### config.mk
export PLATFORM = sky130hd
export DESIGN_NAME = clb_bitstream_loader
export DESIGN_NICKNAME = d
export VERILOG_FILES = /design/src/rtl/clb_bitstream_loader.sv
export SDC_FILE = /design/constraint.sdc
export NUM_CORES = 1
export LEC_CHECK = 0
export ABC_AREA = 1
export BUFFER_PORTS_ARGS = -buffer_cell sky130_fd_sc_hd__buf_2
export CAP_MARGIN = 20
export CELL_PAD_IN_SITES_DETAIL_PLACEMENT = 0
export CELL_PAD_IN_SITES_GLOBAL_PLACEMENT = 1
export CORE_ASPECT_RATIO = 0.75
export CORE_MARGIN = 2
export CORE_UTILIZATION = 38
export CTS_CLUSTER_DIAMETER = 150
export DETAILED_ROUTE_END_ITERATION = 8
export MAX_ROUTING_LAYER = met4
export PLACE_DENSITY_LB_ADDON = 0.1
export SKIP_CTS_REPAIR_TIMING = 1
export SLEW_MARGIN = 20
export SYNTH_ARGS = -nofsm -noshare
export SYNTH_HDL_FRONTEND = slang
export SYNTH_SLANG_ARGS = --single-unit
### constraint.sdc
create_clock -name prog_clk -period 1.5 [get_ports prog_clk]
set_input_delay 0.075 -clock prog_clk [delete_from_list [all_inputs] [get_ports prog_clk]]
set_output_delay 0.075 -clock prog_clk [all_outputs]
set_load 0.02 [all_outputs]
### src/rtl/clb_bitstream_loader.sv
// rtl/clb_bitstream_loader.sv - serialises configuration words LSB-first into a CLB shift-register chain
// Loads exactly NUM_CLB*CLB_BITS bits, then parks in DONE with prog_done set.
module clb_bitstream_loader #(
  parameter int NUM_CLB  = 4,
  parameter int CLB_BITS = 17,
  parameter int WORD_W   = 8
) (
  input  logic              prog_clk,
  input  logic              prog_rst_n,
  input  logic              start,
  input  logic              abort,
  input  logic [WORD_W-1:0] cfg_data,
  input  logic              cfg_valid,
  output logic              cfg_ready,
  input  logic              chain_out,
  output logic              prog_in,
  output logic              prog_en,
  output logic              prog_busy,
  output logic              prog_done,
  output logic [WORD_W-1:0] rb_data
);

  localparam int TOTAL_BITS = NUM_CLB * CLB_BITS;
  localparam int REM_W      = $clog2(TOTAL_BITS + 1);
  localparam int CNT_W      = $clog2(WORD_W + 1);

  localparam logic [REM_W-1:0] TOTAL_REM = REM_W'(TOTAL_BITS);
  localparam logic [CNT_W-1:0] WORD_CNT  = CNT_W'(WORD_W);
  localparam logic [REM_W-1:0] REM_ONE   = REM_W'(1);
  localparam logic [CNT_W-1:0] CNT_ONE   = CNT_W'(1);

  typedef enum logic [1:0] {
    S_IDLE,
    S_LOAD,
    S_DONE
  } state_t;

  state_t            state_q, state_d;
  logic [WORD_W-1:0] shreg_q, shreg_d;
  logic [CNT_W-1:0]  wcnt_q, wcnt_d;
  logic [REM_W-1:0]  rem_q, rem_d;
  logic              ready_d, in_d, en_d, busy_d, done_d;
  logic [WORD_W-1:0] rb_d;

  always_ff @(posedge prog_clk or negedge prog_rst_n) begin
    if (!prog_rst_n) begin
      state_q   <= S_IDLE;
      shreg_q   <= '0;
      wcnt_q    <= '0;
      rem_q     <= '0;
      cfg_ready <= 1'b0;
      prog_in   <= 1'b0;
      prog_en   <= 1'b0;
      prog_busy <= 1'b0;
      prog_done <= 1'b0;
      rb_data   <= '0;
    end else begin
      state_q   <= state_d;
      shreg_q   <= shreg_d;
      wcnt_q    <= wcnt_d;
      rem_q     <= rem_d;
      cfg_ready <= ready_d;
      prog_in   <= in_d;
      prog_en   <= en_d;
      prog_busy <= busy_d;
      prog_done <= done_d;
      rb_data   <= rb_d;
    end
  end

  always_comb begin
    state_d = state_q;
    shreg_d = shreg_q;
    wcnt_d  = wcnt_q;
    rem_d   = rem_q;
    in_d    = prog_in;
    en_d    = 1'b0;
    done_d  = prog_done;
    // The CLBs shift on every edge where prog_en is high, so chain_out here is the bit leaving now.
    rb_d    = prog_en ? {chain_out, rb_data[WORD_W-1:1]} : rb_data;

    case (state_q)
      S_IDLE, S_DONE: begin
        if (start) begin
          state_d = S_LOAD;
          rem_d   = TOTAL_REM;
          wcnt_d  = '0;
          done_d  = 1'b0;
        end
      end
      S_LOAD: begin
        if (abort) begin
          state_d = S_IDLE;
          wcnt_d  = '0;
          rem_d   = '0;
        end else if (wcnt_q != '0) begin
          in_d    = shreg_q[0];
          en_d    = 1'b1;
          shreg_d = {1'b0, shreg_q[WORD_W-1:1]};
          wcnt_d  = wcnt_q - CNT_ONE;
          rem_d   = (rem_q != '0) ? rem_q - REM_ONE : rem_q;
        end else if (rem_q == '0) begin
          state_d = S_DONE;
          done_d  = 1'b1;
        end else if (cfg_valid && cfg_ready) begin
          // Final word may be partial; its upper bits are never shifted out.
          shreg_d = cfg_data;
          wcnt_d  = (int'(rem_q) < WORD_W) ? CNT_W'(rem_q) : WORD_CNT;
        end
      end
      default: state_d = S_IDLE;
    endcase

    ready_d = (state_d == S_LOAD) && (wcnt_d == '0) && (rem_d != '0);
    busy_d  = (state_d == S_LOAD);
  end

endmodule

==> metrics.yaml <==
status: "complete, but fails checks"
violations: "hold timing, setup timing"
clk_latency_ns: 0.29
power_density_mw_per_mm2: 2880
worst_setup_path_end_kind: "flip-flop"
ys_seq_area_frac: 0.454
syn_nets: 251
portBuffers: 26
syn-instance-count: 235
syn_to_final_growth_pct: 40.1
final_layout_size_suffix_gt1_frac: 0.442
rsz0062_at_grt: "yes"
drc: 0
grt_pass1_vias: 1523
die_area_mm2: 0.00551
cts.sinks: 34
ant_nets: 0
h-tree-depth: 2
finalWorstSetupSlack_ns: -0.137
fin_nets: 323
yosys_warnings: 0
peakVddDrop_v: 0.00117
p_leak_nw: 1.36
cts_buffers: 5
avgViaCountPerCell: 4.67
layout_commonest_cell: "nand2_1"
num_rows: 22
critical_path.startpoint: "rem_q[1]$_DFF_PN0_"
tightest_slew_ns: 0.426
crit_required_ns: 1.68
routed_wl_um: 4670
pin_count: 27
grt_pass1_wl_um: 7590
initial_core_util: 0.389
gp_congestion: 0.863
synth_seq_cells: 34
clockBufferDepth: 2
fp.coreArea_mm2: 0.00482
finalSetupTns_ns: -0.309
fmax_mhz: 611
wire_per_inst_um: 12.7
root_buffer: "clkbuf_8"
critPathMaxFanout: 3
holdWs_ns: -0.00253
drtIter0Drc: 85
min_period_over_period: 1.09
cp-start-kind: "flip-flop"
path_class: "reg -> reg"
drv_cap: 0
finalHoldViolCount: 2
worstPathArrival_ns: 1.82
die_w_um: 85.1
synth.distinct_cells: 29
dieHeight_um: 64.8
grt_usage: 0.184
clkTransAtPathRegs_ns: 0.08
synth_area_mm2: 0.00187
skew_ns: 0.00607
worstHoldPathType: "in -> reg"
maxSlewViolCount: 0
setup_viol: 11
postSynthAreaPerCell_um2: 7.97
place_hpwl_um: 3490
relSlewSlack: 0.716
overflow: 0
worstHoldStart: "start"
grt_max_degree: 18
grt_antenna_before_repair: 0
reg2reg_from: "rem_q[1]$_DFF_PN0_"
cts_tree: "yes"
num_antenna_cells: 0
mostFrequentLayoutCells: "nand2_1 (60), buf_4 (40), dfrtp_1 (34)"
drt-pass1-iter-count: 4
via_count: 1717
min_period_ns: 1.64
layout make-up:
| cell class | instances | area (µm²) |
|---|---|---|
| clock buffer | 5 | 68.8 |
| timing repair buffer | 70 | 492 |
| fill | 471 | 2190 |
| tap | 60 | 75.1 |
| clock inverter | 3 | 68.8 |
| sequential | 34 | 851 |
| multi-input combinational | 165 | 951 |
| inverter | 31 | 119 |
worst max-delay path: stages (launching register included):
cell and delay, ns:
dfrtp_1 0.40, inv_2 0.08, ha_4 0.14, inv_2 0.04, nor2_4 0.10, nand3_4 0.09
buf_4 0.16, a21oi_2 0.13, nor2_2 0.06, nor2_2 0.09, nand2_1 0.06, nor2_1 0.13
a21oi_2 0.07
report_power, final:
| group | internal, mW | switching, mW |
|---|---|---|
| combinational | 2.10 | 2.74 |
| sequential | 1.36 | 0.321 |
| clock | 0.666 | 0.369 |
synth_stat cells, drive strengths merged:
| library cell | n | area [µm²] |
|---|---|---|
| nand2 | 72 | 300 |
| nor2 | 36 | 178 |
| dfrtp | 34 | 851 |
| inv | 30 | 113 |
| nand3 | 20 | 130 |
| o21ai | 11 | 70.1 |
| a21oi | 10 | 53.8 |
| a31oi | 7 | 50.1 |
| buf | 4 | 38.8 |
| ha | 2 | 25.0 |
| mux2 | 2 | 22.5 |
| nand3b | 2 | 15.0 |
| nand4 | 2 | 12.5 |
| clkbuf | 1 | 3.75 |
| clkinv | 1 | 3.75 |
| or2 | 1 | 6.26 |
cells by family (layout without fill, tap and decap cells):
logic type	count (synthesis)	count (layout)	synth area share
adder cells (fa/ha/maj)	2	2	0.0134
buffers and inverters	36	109	0.0848
AO/OA/AOI/OAI	28	28	0.0929
flip-flops	34	34	0.454
AND/OR/NAND/NOR	133	133	0.343
multiplexers	2	2	0.0120
per-stage QoR:
step	cells	total power [mW]	setup WS, ns	instance area [µm²]	utilization
floorplan	235	4.11	-0.0201	1890	-
global placement	353	6.03	-0.244	2350	0.489
detailed placement	353	6.03	-0.261	2350	0.489
CTS	361	7.08	-0.263	2490	0.517
global route	368	8.22	-0.283	2630	0.545
finish	368	7.56	-0.137	2630	0.545
final timing paths:
check	end	slack, ns	depth (start not counted)
worst max-delay path	cfg_ready$_DFF_PN0_	-0.14	12
worst min register to register	prog_in$_DFFE_PN0P_	0.48	2
worst min-delay path	state_q[1]$_DFF_PN0_	-0.003	2
max in group asynchronous	rem_q[3]$_DFF_PN0_	0.74	3
min in group asynchronous	state_q[1]$_DFF_PN0_	0.25	2
worst max register to register	cfg_ready$_DFF_PN0_	-0.14	12
flip-flops by register name, summed over array words and instances, names as in the netlist:
register	flops
prog_en	1
cfg_ready	1
shreg_q	8
prog_done	1
prog_in	1
wcnt_q	4
rem_q	7
prog_busy	1
state_q	2
rb_data	8
per-layer routing:
layer | global-route usage | vias up | routed length (µm)
met2 | 0.230 | 34 | 1850
met3 | 0.0395 | 5 | 215
met5 | - | - | 0
met1 | 0.289 | 787 | 2550
met4 | 0.0536 | 0 | 46
li1 | - | 891 | -
No activity file was read; power rests on OpenSTA's default activity.
